===== config.mk =====
export PLATFORM = sky130hd
export DESIGN_NAME = llc_set_reader
export DESIGN_NICKNAME = d
export VERILOG_FILES = /design/src/rtl/llc_set_reader.sv
export SDC_FILE = /design/constraint.sdc
export NUM_CORES = 1
export LEC_CHECK = 0
export BUFFER_PORTS_ARGS = -buffer_cell sky130_fd_sc_hd__buf_2
export CORE_MARGIN = 2
export CORE_UTILIZATION = 55
export DETAILED_ROUTE_END_ITERATION = 6
export GPL_TIMING_DRIVEN = 1
export PLACE_DENSITY = 0.79
export SYNTH_ARGS = -nofsm -noshare
export SYNTH_HDL_FRONTEND = slang
export SYNTH_SLANG_ARGS = --single-unit

===== constraint.sdc =====
create_clock -name clk -period 4.35 [get_ports clk]
set_input_delay 0 -clock clk [delete_from_list [all_inputs] [get_ports clk]]
set_output_delay 0 -clock clk [all_outputs]
set_load 0.02 [all_outputs]

===== src/rtl/llc_set_reader.sv =====
// LLC set reader: fetches every way's tag/state of one set from a grouped
// tag/state memory, assembles the full set, and reports the lowest matching
// valid way and the lowest INVALID way to a downstream consumer.
module llc_set_reader #(
    parameter int LLC_WAYS   = 16,
    parameter int GRP_WAYS   = 4,
    parameter int SET_BITS   = 9,
    parameter int TAG_BITS   = 12,
    parameter int STATE_BITS = 3,
    parameter int RD_LAT     = 2,
    localparam int NG        = LLC_WAYS / GRP_WAYS,
    localparam int GRP_W     = (NG > 1) ? $clog2(NG) : 1,
    localparam int WAY_W     = (LLC_WAYS > 1) ? $clog2(LLC_WAYS) : 1
) (
    input  logic                           clk,
    input  logic                           rst,
    input  logic                           in_valid,
    output logic                           in_ready,
    input  logic [SET_BITS-1:0]            in_set,
    input  logic [TAG_BITS-1:0]            in_tag,
    input  logic                           in_look,
    output logic                           mem_rd_en,
    output logic [SET_BITS-1:0]            mem_rd_set,
    output logic [GRP_W-1:0]               mem_rd_grp,
    input  logic [GRP_WAYS*TAG_BITS-1:0]   mem_rd_tags,
    input  logic [GRP_WAYS*STATE_BITS-1:0] mem_rd_states,
    output logic                           out_valid,
    input  logic                           out_ready,
    output logic [SET_BITS-1:0]            out_set,
    output logic [TAG_BITS-1:0]            out_tag,
    output logic [LLC_WAYS*TAG_BITS-1:0]   out_tags,
    output logic [LLC_WAYS*STATE_BITS-1:0] out_states,
    output logic                           out_hit,
    output logic [WAY_W-1:0]               out_hit_way,
    output logic                           out_empty_valid,
    output logic [WAY_W-1:0]               out_empty_way,
    output logic                           busy
);

    typedef enum logic [1:0] {
        IDLE  = 2'd0,
        ISSUE = 2'd1,
        DRAIN = 2'd2,
        HOLD  = 2'd3
    } state_t;

    state_t                          state_q;
    logic [GRP_W-1:0]                grp_q;
    logic                            rd_en_q;
    logic [RD_LAT-1:0]               dl_vld_q;
    logic [GRP_W-1:0]                dl_grp_q [RD_LAT];
    logic [SET_BITS-1:0]             set_q;
    logic [TAG_BITS-1:0]             tag_q;
    logic [LLC_WAYS*TAG_BITS-1:0]    tags_q;
    logic [LLC_WAYS*STATE_BITS-1:0]  states_q;
    logic                            hit_q;
    logic [WAY_W-1:0]                hit_way_q;
    logic                            empty_valid_q;
    logic [WAY_W-1:0]                empty_way_q;

    logic                            cap_vld_s;
    logic [GRP_W-1:0]                cap_grp_s;
    logic                            cap_last_s;
    logic [LLC_WAYS*TAG_BITS-1:0]    tags_nxt_s;
    logic [LLC_WAYS*STATE_BITS-1:0]  states_nxt_s;
    logic [WAY_W:0]                  hit_s;
    logic [WAY_W:0]                  empty_s;

    // Lowest way whose state is not INVALID and whose tag matches; MSB = found.
    function automatic logic [WAY_W:0] find_hit(
        input logic [LLC_WAYS*TAG_BITS-1:0]   tags,
        input logic [LLC_WAYS*STATE_BITS-1:0] states,
        input logic [TAG_BITS-1:0]            tag
    );
        logic [WAY_W:0] r;
        r = '0;
        for (int w = LLC_WAYS - 1; w >= 0; w--) begin
            r = ((states[w*STATE_BITS +: STATE_BITS] != '0) &&
                 (tags[w*TAG_BITS +: TAG_BITS] == tag)) ? {1'b1, WAY_W'(w)} : r;
        end
        return r;
    endfunction

    // Lowest way whose state is INVALID; MSB = found.
    function automatic logic [WAY_W:0] find_empty(
        input logic [LLC_WAYS*STATE_BITS-1:0] states
    );
        logic [WAY_W:0] r;
        r = '0;
        for (int w = LLC_WAYS - 1; w >= 0; w--) begin
            r = (states[w*STATE_BITS +: STATE_BITS] == '0) ? {1'b1, WAY_W'(w)} : r;
        end
        return r;
    endfunction

    // Merge the group emerging from the delay line into the way slots and
    // evaluate hit/empty on the merged view so the results can be registered
    // on the same edge that captures the last group.
    always_comb begin
        cap_vld_s    = dl_vld_q[RD_LAT-1];
        cap_grp_s    = dl_grp_q[RD_LAT-1];
        cap_last_s   = cap_vld_s && (cap_grp_s == GRP_W'(NG - 1));
        tags_nxt_s   = tags_q;
        states_nxt_s = states_q;
        for (int g = 0; g < NG; g++) begin
            tags_nxt_s[g*GRP_WAYS*TAG_BITS +: GRP_WAYS*TAG_BITS] =
                (cap_vld_s && (cap_grp_s == GRP_W'(g))) ? mem_rd_tags
                : tags_q[g*GRP_WAYS*TAG_BITS +: GRP_WAYS*TAG_BITS];
            states_nxt_s[g*GRP_WAYS*STATE_BITS +: GRP_WAYS*STATE_BITS] =
                (cap_vld_s && (cap_grp_s == GRP_W'(g))) ? mem_rd_states
                : states_q[g*GRP_WAYS*STATE_BITS +: GRP_WAYS*STATE_BITS];
        end
        hit_s   = find_hit(tags_nxt_s, states_nxt_s, tag_q);
        empty_s = find_empty(states_nxt_s);
    end

    // Read-latency delay line tracking which group each strobe returns.
    always_ff @(posedge clk) begin
        if (rst) begin
            dl_vld_q <= '0;
            for (int i = 0; i < RD_LAT; i++) begin
                dl_grp_q[i] <= '0;
            end
        end else begin
            dl_vld_q[0] <= rd_en_q;
            dl_grp_q[0] <= grp_q;
            for (int i = 1; i < RD_LAT; i++) begin
                dl_vld_q[i] <= dl_vld_q[i-1];
                dl_grp_q[i] <= dl_grp_q[i-1];
            end
        end
    end

    // Request FSM with its registered read strobe and output registers.
    always_ff @(posedge clk) begin
        if (rst) begin
            state_q       <= IDLE;
            grp_q         <= '0;
            rd_en_q       <= 1'b0;
            set_q         <= '0;
            tag_q         <= '0;
            tags_q        <= '0;
            states_q      <= '0;
            hit_q         <= 1'b0;
            hit_way_q     <= '0;
            empty_valid_q <= 1'b0;
            empty_way_q   <= '0;
        end else begin
            case (state_q)
                IDLE: begin
                    if (in_valid) begin
                        set_q         <= in_set;
                        tag_q         <= in_tag;
                        tags_q        <= '0;
                        states_q      <= '0;
                        hit_q         <= 1'b0;
                        hit_way_q     <= '0;
                        empty_valid_q <= 1'b0;
                        empty_way_q   <= '0;
                        grp_q         <= '0;
                        if (in_look) begin
                            state_q <= ISSUE;
                            rd_en_q <= 1'b1;
                        end else begin
                            state_q <= HOLD;
                        end
                    end
                end
                ISSUE: begin
                    tags_q   <= tags_nxt_s;
                    states_q <= states_nxt_s;
                    if (grp_q == GRP_W'(NG - 1)) begin
                        rd_en_q <= 1'b0;
                        state_q <= DRAIN;
                    end else begin
                        grp_q <= grp_q + GRP_W'(1);
                    end
                end
                DRAIN: begin
                    tags_q   <= tags_nxt_s;
                    states_q <= states_nxt_s;
                    if (cap_last_s) begin
                        hit_q         <= hit_s[WAY_W];
                        hit_way_q     <= hit_s[WAY_W-1:0];
                        empty_valid_q <= empty_s[WAY_W];
                        empty_way_q   <= empty_s[WAY_W-1:0];
                        state_q       <= HOLD;
                    end
                end
                HOLD: begin
                    if (out_ready) begin
                        state_q <= IDLE;
                    end
                end
                default: begin
                    state_q <= IDLE;
                    rd_en_q <= 1'b0;
                end
            endcase
        end
    end

    assign in_ready        = (state_q == IDLE) && !rst;
    assign busy            = (state_q != IDLE);
    assign out_valid       = (state_q == HOLD);
    assign mem_rd_en       = rd_en_q;
    assign mem_rd_set      = set_q;
    assign mem_rd_grp      = grp_q;
    assign out_set         = set_q;
    assign out_tag         = tag_q;
    assign out_tags        = tags_q;
    assign out_states      = states_q;
    assign out_hit         = hit_q;
    assign out_hit_way     = hit_way_q;
    assign out_empty_valid = empty_valid_q;
    assign out_empty_way   = empty_way_q;

endmodule


==> run summary <==
===============================================================================================
Max stage delay on crit path .....................................................      0.96 ns
Startpoint of the lowest-slack hold path .........................................     in_valid
Cell area after placement ........................................................   16900 um^2
Nature of the critical path endpoint .............................................         flop
Pin count of the biggest net entering global routing .............................          135
Setup slack of the most critical reg-to-reg path .................................      1.18 ns
Maximum net fanout on the critical path ..........................................           21
# Max-Cap Violations .............................................................            0
Outcome .......................................................................... complete, no violations
Clock input transition at the sequential cells of the worst setup and hold paths .      0.07 ns
Dpl ws ...........................................................................      1.27 ns
Fraction of layout instances using a drive strength above 1 ......................        22.1%
Warnings from Yosys ..............................................................            0
Boundary pin count ...............................................................          372
Number of enable-type register cells in the synthesized netlist ..................            0
Async SR Flop Fraction ...........................................................           0%
Internal power summed over all cells .............................................      5.20 mW
CTS tree .........................................................................        built
Max stage delay cell, worst path ................................................. sky130_fd_sc_hd__and3_1
Fraction of the cycle the final worst path needs .................................        72.9%
Half-perimeter wire length of the detailed placement result ......................     44100 um
Global-route wire length before repair ...........................................     97000 um
Power density cells ..............................................................  445 nW/um^2
Summed negative setup slack over all endpoints ...................................         0 ns
Category of the most critical setup path .........................................      reg2reg
Comb pwr share ...................................................................        33.0%
Starting density of the core .....................................................        55.6%
Worst hold path class ............................................................       in2reg
Max Root-Sink Buffers ............................................................            3
Iteration-0 DRC count of the detailed router .....................................         2660
Total Nets Final .................................................................         2280
Min-Delay Endpoint ............................................................... mem_rd_grp[0]$_SDFFE_PP0P_
Remaining DRCs ...................................................................            0
Terminus of the critical flop-to-flop path ....................................... out_hit_way[1]$_SDFFE_PP0P_
Max-slew violation count .........................................................            0
Sw Pwr ...........................................................................      3.17 mW
Post-Syn Nets ....................................................................         1934
Share of the core filled with cells in the final layout ..........................        70.2%
CTS root buffer .................................................................. sky130_fd_sc_hd__clkbuf_16
Buffers plus inverters on the worst setup path ...................................            1
Top achievable clock speed .......................................................    0.315 GHz
FF/Latch Area ....................................................................    5650 um^2
Number of H-tree branching levels ................................................            1
Largest family of logic cells by synthesized area ................................ compound AO/OA/AOI/OAI gates
Share of the synthesized area in the top cell type ...............................        37.9%
Data required, critical path .....................................................      4.83 ns
Count of buffers from port buffering .............................................          371
Cell taking the most area after synthesis ........................................ sky130_fd_sc_hd__dfxtp_1
Post-cts sizing count ............................................................            0
Vias after detailed routing ......................................................        17200
Detailed-router iteration count before antenna repair ............................            6
Overall Global Routing Usage .....................................................        43.6%
Startpoint of the worst register-to-register path ................................ dl_grp_q[0][3]$_SDFF_PP0_
Maximum vdd drop .................................................................   0.000364 V
Count of cells along the worst hold path .........................................            5
Design Area, Final ...............................................................   18800 um^2
Antenna violation net count after detailed routing ...............................            0
Number of rows in the core area ..................................................           60
Distinct cells, synth ............................................................           76
Slew @ Worst Pin .................................................................      1.13 ns
Switching share of power .........................................................        37.9%
Hold Violations, Final ...........................................................            0
GPL Wtd Cong .....................................................................         1.04
Number of instances in the synthesized netlist ...................................         1843
Total area of multi-input combinational cells ....................................    8380 um^2
Vias in the first global route ...................................................        16100
Die Area .........................................................................   28400 um^2
Synthesized-area fraction occupied by ao, oa, aoi and oai cells ..................        23.6%
P&R area growth vs syn ...........................................................        26.2%
Initial antenna violation count ..................................................            0
Most frequent cells in the layout ................................................ 370 x sky130_fd_sc_hd__buf_2, 284 x sky130_fd_sc_hd__nor2_1, 282 x sky130_fd_sc_hd__dfxtp_1
DR WL/cell .......................................................................      25.4 um
Cell family with the largest share of critical-path delay ........................ simple AND/OR/NAND/NOR gates
Total detailed-routing wirelength ................................................     65000 um
Unrepaired setup endpoints after global routing ..................................        false
Share of total power in the clock network ........................................        34.3%
Path depth of the worst reg2reg path .............................................            8
Cts bufs inserted ................................................................           30
Post-synth top flop .............................................................. sky130_fd_sc_hd__dfxtp_1
Parity-gate share of the synthesized area counting xor and xnor cells ............        8.57%
Horizontal extent of the die .....................................................       169 um
Reg power frac ...................................................................        32.7%
Leakage ..........................................................................      8.02 nW
Share of synthesized cell area in full adder, half adder and majority cells ......       0.419%
Insertion delay to the later sink of the worst-skew pair .........................      0.57 ns
TritonCTS Sinks ..................................................................          282
Max_slew headroom ................................................................        24.8%
Arrival time reported for the critical path endpoint .............................      3.65 ns
Most frequent standard cell in the layout excluding fill and tap cells ........... sky130_fd_sc_hd__buf_2
Diodes inserted ..................................................................            0
Simple-gate portion of the synthesized area ......................................        20.4%
Number of fillers in the final layout ............................................         2173
Post-layout minimum cycle time ...................................................      3.17 ns
GR Overflow Total ................................................................            0
Placeable core area ..............................................................   26800 um^2
Least setup slack across all paths after layout ..................................      1.18 ns
Share of synthesized area spent on multiplexers ..................................        2.89%
Routed vias/inst .................................................................         6.75
Die H ............................................................................       169 um
Nature of the critical path startpoint ...........................................         flop
Synth Area per Inst ..............................................................    8.09 um^2
Yosys reg bits ...................................................................          282
Cell chain of the critical path .................................................. and3_1, buf_4, mux2i_1, xnor2_1, nor3b_1, a221oi_1, a211o_1, a21o_1
Top post-synthesis cells by area ................................................. sky130_fd_sc_hd__dfxtp_1 38%, sky130_fd_sc_hd__a22oi_1 12%, sky130_fd_sc_hd__nor2_1 7.2%
Seq/Total Area, Yosys ............................................................        37.9%
Netlist area before placement ....................................................   14900 um^2
Fin Hold WS ......................................................................    0.0509 ns
Setup clock skew after layout ....................................................    0.0157 ns
Number of failing setup endpoints in the final timing report .....................            0
===============================================================================================
==> synthesized netlist by cell type, drive strengths merged (7+ instances only) <==
master,count
a211oi,9
a21oi,66
nor2,288
clkbuf,132
a21o,7
o221ai,9
or3,13
nand4,34
buf,50
nand2,108
nor2b,36
nand2b,21
nor3,45
nor4,24
xnor2,72
o211ai,11
mux2i,43
dfxtp,282
a221oi,13
a22oi,247
o21ai,38
a2111oi,11
nand3,42
inv,44
xor2,74
==> power groups by stage <==
stage | clock, mW | sequential, mW | combinational, mW
5_1_grt | 2.98 | 2.74 | 2.88
6_report | 2.87 | 2.73 | 2.76
4_1_cts | 2.88 | 2.73 | 2.64
3_5_place_dp | 0 | 2.79 | 2.57
3_3_place_gp | 0 | 2.78 | 2.55
2_1_floorplan | 0 | 2.82 | 1.65
==> per-stage QoR <==
stage / instances / power, mW
after CTS: 2554 / 8.24
after global routing: 2554 / 8.60
after floorplan: 1843 / 4.47
after global placement: 2414 / 5.33
after detailed placement: 2414 / 5.35
final: 2554 / 8.37
==> what timing repair did <==
action                    4_1_cts  5_1_grt
setup buffers                   0        0
hold endpoints to repair      264        0
hold buffers                   84        0
==> routing by layer <==
metal,vias to the layer above,track usage [%],wire [um]
met4,0,23.4,4070
met3,307,9.35,8750
met2,1482,67.0,28300
met1,8111,57.7,23900
met5,-,0,0
li1,7335,-,-
==> flip-flops by register name, indices dropped and copies added (netlist names) <==
signal	count
mem_rd_en	1
mem_rd_set	9
out_empty_way	4
out_empty_valid	1
dl_vld_q	2
out_states	48
out_hit	1
state_q	2
dl_grp_q	4
out_tags	192
out_tag	12
mem_rd_grp	2
out_hit_way	4
==> worst max-delay path by stage <==
| stage | slack, ns | from | cells past startpoint | end |
|---|---|---|---|---|
| 2_1_floorplan | 1.79 | out_tag[0]$_SDFFE_PP0P_ | 8 | out_hit_way[1]$_SDFFE_PP0P_ |
| 5_1_grt | 1.01 | dl_grp_q[0][3]$_SDFF_PP0_ | 8 | out_hit_way[1]$_SDFFE_PP0P_ |
| 4_1_cts | 1.26 | dl_grp_q[0][3]$_SDFF_PP0_ | 8 | out_hit_way[1]$_SDFFE_PP0P_ |
| 6_report | 1.18 | dl_grp_q[0][3]$_SDFF_PP0_ | 8 | out_hit_way[1]$_SDFFE_PP0P_ |
| 3_3_place_gp | 1.34 | dl_grp_q[0][3]$_SDFF_PP0_ | 8 | out_hit_way[1]$_SDFFE_PP0P_ |
| 3_5_place_dp | 1.27 | dl_grp_q[0][3]$_SDFF_PP0_ | 8 | out_hit_way[1]$_SDFFE_PP0P_ |
==> final cells by class <==
type | count | area share (%)
inverter | 47 | 0.937
clock buffer | 38 | 4.53
tap | 341 | 2.27
timing repair buffer | 496 | 16.3
multi-input combinational | 1332 | 44.5
clock inverter | 18 | 1.41
sequential | 282 | 30.0
==> logic make-up after synthesis <==
group / after synthesis
buf+inv: 229
xor+xnor: 146
fa+ha+maj: 5
simple gates: 652
mux: 43
compound gates: 486
flops: 282
==> tightest hold or removal path: cells and delay by family <==
kind | cells | cell delay [ns]
simple gates | 2 | 0.24
compound gates | 2 | 0.20
buf+inv | 1 | 0.13
Note: power is estimated with default switching activity, not from simulation.
